`config.mk`:
```
export PLATFORM = sky130hd
export DESIGN_NAME = led_ctrl
export DESIGN_NICKNAME = d
export VERILOG_FILES = /design/src/rtl/led_ctrl.sv
export SDC_FILE = /design/constraint.sdc
export NUM_CORES = 1
export LEC_CHECK = 0
export CELL_PAD_IN_SITES_DETAIL_PLACEMENT = 1
export CELL_PAD_IN_SITES_GLOBAL_PLACEMENT = 1
export CORE_MARGIN = 4
export CORE_UTILIZATION = 35
export DETAILED_ROUTE_END_ITERATION = 12
export PLACE_DENSITY_LB_ADDON = 0.08
export SYNTH_ARGS = -nofsm -noshare
export SYNTH_HDL_FRONTEND = slang
export SYNTH_SLANG_ARGS = --single-unit
```
`constraint.sdc`:
```
create_clock -name clk -period 3.5 [get_ports clk]
set_clock_uncertainty 0.2 [all_clocks]
set_input_delay 0.875 -clock clk [delete_from_list [all_inputs] [get_ports clk]]
set_output_delay 0.875 -clock clk [all_outputs]
set_load 0.05 [all_outputs]
```
`src/rtl/led_ctrl.sv`:
```
// Two-channel LED controller: per-LED OFF/ON/BLINK/PULSE sequencer on a shared tick timebase,
// global PWM dimming and polarity inversion, register readback.
module led_ctrl #(
  parameter int unsigned CLK_FREQ = 80000000,
  parameter int unsigned TICK_HZ  = 1000
) (
  input  logic        clk,
  input  logic        reset,
  input  logic        wr_en,
  input  logic [1:0]  addr,
  input  logic [31:0] wdata,
  output logic [31:0] rdata,
  output logic        led1,
  output logic        led2,
  output logic [1:0]  busy,
  output logic [1:0]  done
);

  localparam int unsigned TICK_DIV = CLK_FREQ / TICK_HZ;
  localparam int unsigned PW       = (TICK_DIV > 1) ? $clog2(TICK_DIV) : 1;

  localparam logic [1:0] ModeOff   = 2'd0;
  localparam logic [1:0] ModeOn    = 2'd1;
  localparam logic [1:0] ModePulse = 2'd3;

  typedef enum logic [1:0] {S_OFF, S_ON, S_HI, S_LO} state_e;

  logic [PW-1:0]       presc_q;
  logic                tick;
  logic [7:0]          pwm_q;
  logic [7:0]          duty_q;
  logic                inv_q;

  logic [1:0][1:0]     mode_q, mode_d;
  logic [1:0][7:0]     num_q, num_d;
  logic [1:0][15:0]    hp_q, hp_d;
  state_e [1:0]        state_q, state_d;
  logic [1:0][15:0]    phase_q, phase_d;
  logic [1:0][7:0]     pcnt_q, pcnt_d;
  logic [1:0]          done_d, done_q;
  logic [1:0]          on;

  // Last phase value of a half-period; HP=0 behaves as HP=1.
  function automatic logic [15:0] hp_last(input logic [15:0] hp);
    return (hp == 16'd0) ? 16'd0 : hp - 16'd1;
  endfunction

  function automatic logic [31:0] cfg_word(input logic [1:0] m, input logic [7:0] n,
                                           input logic [15:0] hp);
    return {hp, n, 6'd0, m};
  endfunction

  assign tick = (presc_q == PW'(TICK_DIV - 1));

  // Free-running prescaler and PWM counter; never touched by register writes.
  always_ff @(posedge clk or negedge reset) begin
    if (!reset) begin
      presc_q <= '0;
      pwm_q   <= '0;
    end else begin
      presc_q <= tick ? '0 : presc_q + PW'(1);
      pwm_q   <= pwm_q + 8'd1;
    end
  end

  // GLOBAL register: duty and output polarity.
  always_ff @(posedge clk or negedge reset) begin
    if (!reset) begin
      duty_q <= 8'hFF;
      inv_q  <= 1'b0;
    end else if (wr_en && addr == 2'd2) begin
      duty_q <= wdata[7:0];
      inv_q  <= wdata[8];
    end
  end

  // Per-LED sequencer next state; a CFG write wins over a coincident tick.
  always_comb begin
    mode_d  = mode_q;
    num_d   = num_q;
    hp_d    = hp_q;
    state_d = state_q;
    phase_d = phase_q;
    pcnt_d  = pcnt_q;
    done_d  = '0;
    for (int i = 0; i < 2; i++) begin
      if (wr_en && addr == 2'(i)) begin
        mode_d[i]  = wdata[1:0];
        num_d[i]   = wdata[15:8];
        hp_d[i]    = wdata[31:16];
        phase_d[i] = '0;
        pcnt_d[i]  = '0;
        unique case (wdata[1:0])
          ModeOff: state_d[i] = S_OFF;
          ModeOn:  state_d[i] = S_ON;
          default: begin
            if (wdata[1:0] == ModePulse && wdata[15:8] == 8'd0) begin
              // Zero-length pulse train completes immediately.
              state_d[i] = S_OFF;
              mode_d[i]  = ModeOff;
              done_d[i]  = 1'b1;
            end else begin
              state_d[i] = S_HI;
            end
          end
        endcase
      end else if (tick && (state_q[i] == S_HI || state_q[i] == S_LO)) begin
        if (phase_q[i] == hp_last(hp_q[i])) begin
          phase_d[i] = '0;
          if (state_q[i] == S_HI) begin
            state_d[i] = S_LO;
          end else if (mode_q[i] == ModePulse && (pcnt_q[i] + 8'd1) == num_q[i]) begin
            state_d[i] = S_OFF;
            mode_d[i]  = ModeOff;
            pcnt_d[i]  = '0;
            done_d[i]  = 1'b1;
          end else begin
            state_d[i] = S_HI;
            if (mode_q[i] == ModePulse) pcnt_d[i] = pcnt_q[i] + 8'd1;
          end
        end else begin
          phase_d[i] = phase_q[i] + 16'd1;
        end
      end
    end
  end

  // Sequencer and CFG state registers.
  always_ff @(posedge clk or negedge reset) begin
    if (!reset) begin
      mode_q  <= '0;
      num_q   <= '0;
      hp_q    <= '0;
      state_q <= {S_OFF, S_OFF};
      phase_q <= '0;
      pcnt_q  <= '0;
      done_q  <= '0;
    end else begin
      mode_q  <= mode_d;
      num_q   <= num_d;
      hp_q    <= hp_d;
      state_q <= state_d;
      phase_q <= phase_d;
      pcnt_q  <= pcnt_d;
      done_q  <= done_d;
    end
  end

  // Logical LED level: lit states gated by PWM duty.
  always_comb begin
    on = '0;
    for (int i = 0; i < 2; i++) begin
      on[i] = (state_q[i] == S_ON || state_q[i] == S_HI) && (pwm_q <= duty_q);
    end
  end

  // Registered pin drives with polarity applied.
  always_ff @(posedge clk or negedge reset) begin
    if (!reset) begin
      led1 <= 1'b0;
      led2 <= 1'b0;
    end else begin
      led1 <= on[0] ^ inv_q;
      led2 <= on[1] ^ inv_q;
    end
  end

  // Status outputs.
  always_comb begin
    busy = '0;
    for (int i = 0; i < 2; i++) begin
      busy[i] = (state_q[i] == S_HI || state_q[i] == S_LO);
    end
    done = done_q;
  end

  // Combinational register readback.
  always_comb begin
    rdata = '0;
    case (addr)
      2'd0:    rdata = cfg_word(mode_q[0], num_q[0], hp_q[0]);
      2'd1:    rdata = cfg_word(mode_q[1], num_q[1], hp_q[1]);
      2'd2:    rdata = {23'd0, inv_q, duty_q};
      default: rdata = '0;
    endcase
  end

endmodule

```
### Yosys cells after proc, flatten, opt, wreduce, memory -nomap -nowiden

Index checks and enable logic that the tools add are counted.
W data, S select, Z words.

| word-level totals | value |
|---|---|
| word-level logic and storage cells | 141 |
| register bits after elaboration | 142 |
| input bits | 37 |

| cells by class | value |
|---|---|
| reductions and logical operators | 34 |
| order comparisons | 1 |
| add/subtract/negate cells | 8 |
| equal/unequal tests | 19 |
| bitwise logic cells | 2 |
| multiplexer cells | 58 |

Operators by type and width:

| cell | number |
|---|---|
| $mux W16 | 8 |
| $mux W8 | 12 |
| $pmux W32 S3 | 1 |
| $mux W2 | 23 |
| $add A16 B1 Y16 const B | 2 |
| $eq A16 B16 Y1 | 2 |
| $logic_not A16 Y1 | 2 |
| $sub A16 B1 Y16 const B | 2 |
| $add A8 B1 Y8 const B | 3 |
| $add A17 B1 Y17 const B | 1 |
| $eq A17 B17 Y1 const B | 1 |
| $mux W17 | 1 |
| $eq A2 B2 Y1 const B | 8 |
| $eq A8 B8 Y1 | 2 |
| $reduce_and A4 Y1 | 4 |
| $mux W1 | 12 |
| $reduce_bool A2 Y1 | 6 |
| $logic_and A1 B1 Y1 | 10 |
| $eq A2 B1 Y1 const B | 4 |
| $le A8 B8 Y1 | 1 |
| $logic_not A8 Y1 | 1 |
| $reduce_bool A3 Y1 | 2 |
| $logic_not A2 Y1 | 2 |
| $logic_or A1 B1 Y1 | 4 |
| 5 further kinds | 8 |

### Logic depth before layout (Yosys ltp)

| depth | value |
|---|---|
| depth after elaboration | 8 |
| gate-level depth with buffers | 14 |

### Worst setup path before layout

OpenSTA, ideal clock, no wires.

| timing path | value |
|---|---|
| path type | register to register |
| start | reg hp_q[16] (netlist name) |
| end | reg phase_q[26] (netlist name) |
| required time | 3.174 ns |
| arrival | 3.409 ns |
| library setup time | 0.126 ns |
| path slack | -0.235 ns |
| cell stages (with the launch flop) | 15 |
| period minus slack after synthesis | 3.735 ns |
| path through | dfrtp_1 inv_1 ha_1 or3b_1 buf_2 or4_4 o21ai_2 nand4b_1 or4_1 nor4_2 and3_1 buf_4 nor3_2 buf_6 a221o_1 |

| between the ends | value |
|---|---|
| cells in the longest elaborated chain, start to end | 6 |

Ends and longest elaborated chain:

| item | line | RTL |
|---|---|---|
| start: declaration | 36 | `logic [1:0][15:0] hp_q, hp_d;` |
| start signal: assignment | 141 | `hp_q <= hp_d;` |
| $sub A16 B1 Y16 / $logic_not A16 Y1 (equally long branches) | 45 | `return (hp == 16'd0) ? 16'd0 : hp - 16'd1;` |
| $mux W16 (*) | 45 |  |
| $eq A16 B16 Y1 (*) | 108 | `if (phase_q[i] == hp_last(hp_q[i])) begin` |
| $mux W16 (*) | 108 |  |
| $mux W16 (*) | 107 | `end else if (tick && (state_q[i] == S_HI \|\| state_q[i] == S_LO)) begin` |
| $mux W16 (*) | 87 | `if (wr_en && addr == 2'(i)) begin` |
| end signal: assignment | 143 | `phase_q <= phase_d;` |
| end: declaration | 38 | `logic [1:0][15:0] phase_q, phase_d;` |

Every way passes the cells marked *; elsewhere a longest branch is shown, timed or not. The select of a mux whose other input is x is not followed.
A chain may end at the register's enable or synchronous reset.

### Worst setup path after layout

| timing path | value |
|---|---|
| start | reg hp_q[17] (netlist name) |
| end | reg phase_q[18] (netlist name) |

The elaborated chain is that of the path after synthesis.

==> results_dict.tcl <==
set metrics [dict create \
    hp-class "in -> async" \
    diodes 0 \
    finalCriticalPeriod_ps 3540 \
    power_frac_comb 0.330 \
    routed_wirelength_mm 32.2 \
    final_max_slew_viol_count 0 \
    min_period_over_period 1.01 \
    synthFlopType "dfrtp_1" \
    nets 1325 \
    place_area_um2 11600 \
    violations "negative setup slack" \
    dieArea_um2 29400 \
    grt_pass1_vias 9226 \
    cts_sinks 142 \
    required_ps 3600 \
    crit_type "reg -> reg" \
    rr_endpoint "phase_q[18]" \
    start_util 0.357 \
    ir_drop_v 0.000299 \
    io_pins 75 \
    viasPerCell 5.43 \
    fin_ws_ps -38.4 \
    maxCapViolCount 0 \
    numCtsBuffers 17 \
    clockBufferDepth 2 \
    grt_usage 0.222 \
    yosys.area_share.simple 0.301 \
    drive_above_1_share 0.250 \
    ys_seq_area_frac 0.381 \
    grt_max_degree 47 \
    synth.cell_area_um2 9350 \
    reg2reg_slack_ps -40 \
    worst_setup_path_start_kind "flop" \
    cp-end-kind "flop" \
    route.detailed.drc 0 \
    dpl.hpwl_mm 24.3 \
    rr_worst_depth 12 \
    routedWlPerCell_um 19.9 \
    die_h_um 171 \
    clkLatencyLatePin_ps 420 \
    ys_warn_count 0 \
    synthXorXnorAreaFrac 0.0856 \
    io_buffers 74 \
    fin_area_um2 12700 \
    outcome "finished, violations left" \
    vias 8766 \
    place_congestion 0.864 \
    power_frac_seq 0.341 \
    tightestPinTransition_ps 986 \
    cp.arrival_ps 3630 \
    synth_compound_area_frac 0.119 \
    muxShareOfSynthArea 0.0451 \
    p_per_area_nw_per_um2 451 \
    p_sw_mw 1.97 \
    internal_power_mw 3.74 \
    die_x_um 171 \
    rsz0062_at_grt "true" \
    syn_nets 1164 \
    core_um2 26200 \
    relSlewSlack 0.340 \
    antenna_found_initial 0 \
    final_hold_viol_count 0 \
    ant_nets 0 \
    synthDistinctLibCells 84 \
    synth_top_family_by_area "simple AND/OR/NAND/NOR gates" \
    synth.avg_cell_area_um2 8.46 \
    area_growth_syn_to_layout_pct 35.3 \
    sw_frac_of_total 0.345 \
    pwr-share-clk 0.328 \
    grt_first_pass_wirelength_mm 51.7 \
    fmax_mhz 283 \
    row_count 59 \
    yosysMostFrequentCell "nand2_1" \
    async_reset_ff_frac 1.00 \
    synth_fa_ha_area_frac 0.0281 \
    r2r_start "hp_q[17]" \
    yosys.area.top_type "dfrtp_1" \
    nFillCells 2978 \
    netlist_top_cells_area "dfrtp_1 36%, nand2_1 7.8%, xnor2_1 4.9%" \
    ctsHoldBuffers 0 \
    drt_iter0_drc 528 \
    cts_tree "built" \
    clk_pin_slew_ps 60 \
    synth_edf_count 0 \
    synthTopCellsByCount "195 x nand2_1, 134 x dfrtp_1, 116 x nor2_1" \
    htreeDepth 4 \
    yosysTopAreaCellShare 0.359 \
    grt_overflow 0 \
    setup_viol 7 \
    synth-seq-cells 142 \
    power_leakage_nw 5.56 \
    root_buffer "clkbuf_16" \
    syn-instance-count 1106 \
    dr.pass1.iters 5 \
    path_max_fanout 7 \
    holdWs_ps 192 \
]
[per-layer routing]
layer,up-vias,global-route usage,wire [um]
met4,0,0.0417,337
met3,19,0.0340,835
li1,4227,-,-
met5,-,0,0
met1,4405,0.300,15300
met2,115,0.381,15800
[metrics by stage]
| stage | power, mW | setup slack (ps) | setup TNS, ps | utilization | instances |
|---|---|---|---|---|---|
| 2_1_floorplan | 2.90 | -168 | -1910 | - | 1106 |
| 3_3_place_gp | 3.71 | -60.5 | -909 | 0.442 | 1573 |
| 3_5_place_dp | 3.74 | -157 | -3140 | 0.442 | 1573 |
| 4_1_cts | 5.71 | -24.3 | -95.6 | 0.472 | 1611 |
| 5_1_grt | 6.00 | -198 | -4230 | 0.483 | 1615 |
| 6_report | 5.70 | -38.4 | -146 | 0.483 | 1615 |
[registers in the layout (all words and copies together), names as in the netlist]
signal and flops:
hp_q 32, state_q 4, phase_q 32, mode_q 4, done 2, led2 1, pcnt_q 16, num_q 16
inv_q 1, led1 1, duty_q 8, pwm_q 8, presc_q 17
[cell type report]
type	instances	area, um^2	share of cell area
inverters	24	90.1	0.00712
flip-flops and latches	142	3570	0.282
clock inverters	12	135	0.0107
repair buffers	207	2130	0.168
well taps	335	419	0.0331
clock buffers	20	457	0.0361
multi-input cells	875	5850	0.463
[critical path: stages, from the launching register on]
cell and delay [ps]:
dfrtp_1 410, inv_2 100, ha_4 130, or3b_4 390, or4_4 510, o21ai_2 130, nand4b_1 110, or4_4 500
nor4_4 170, and3_4 290, buf_12 160, nor4b_2 50, a221o_1 260
[cell families (layout without fill, tap and decap cells)]
| logic type | Yosys count | count (layout) |
|---|---|---|
| compound gates | 157 | 157 |
| xor+xnor | 85 | 85 |
| fa+ha+maj | 21 | 21 |
| buf+inv | 90 | 263 |
| flops | 142 | 142 |
| mux | 41 | 41 |
| simple gates | 570 | 571 |
[cell usage in the layout, fill, tap and decap left out, types with 9 or more instances in the layout]
cell type and instances:
o21ai_0 22, buf_12 36, mux2i_1 32, inv_1 20, and3_1 17, buf_4 121
xor2_1 27, or3_1 13, a31oi_1 9, buf_6 9, nor4_1 12, nand3b_1 11
nand3_1 44, ha_1 18, nor3_1 39, clkdlybuf4s50_1 39, nand4_1 17, mux2_2 9
nor2_1 94, nor2_2 18, clkbuf_16 17, dfrtp_1 131, and2_1 13, nand2_1 193
nor2b_1 14, a221o_1 12, a21oi_1 29, xnor2_1 51
[what timing repair did]
item / CTS / global route
setup endpoints to repair: 48 / 55
buffers inserted: 6 / 4
gates resized for setup: 37 / 53
pin swaps: 18 / 35
gates cloned: 0 / 1
[power by group through the flow]
stage	Clock (mW)	Combinational [mW]	Sequential, mW
after floorplan	0	0.940	1.96
after global placement	0	1.74	1.96
after detailed placement	0	1.77	1.97
after CTS	1.93	1.84	1.94
after global routing	2.00	2.03	1.97
final	1.87	1.88	1.95
[worst max-delay path by stage]
stage          startpoint           to  slack, ps  cells after the start
5_1_grt          hp_q[17]   pcnt_q[14]       -200                     12
2_1_floorplan    hp_q[16]  phase_q[26]       -170                     14
6_report         hp_q[17]  phase_q[18]        -40                     12
3_5_place_dp     hp_q[17]  phase_q[23]       -160                     12
4_1_cts          hp_q[17]  phase_q[26]        -20                     12
3_3_place_gp     hp_q[17]   pcnt_q[10]        -60                     12
Power figures use the tool's default switching activity.
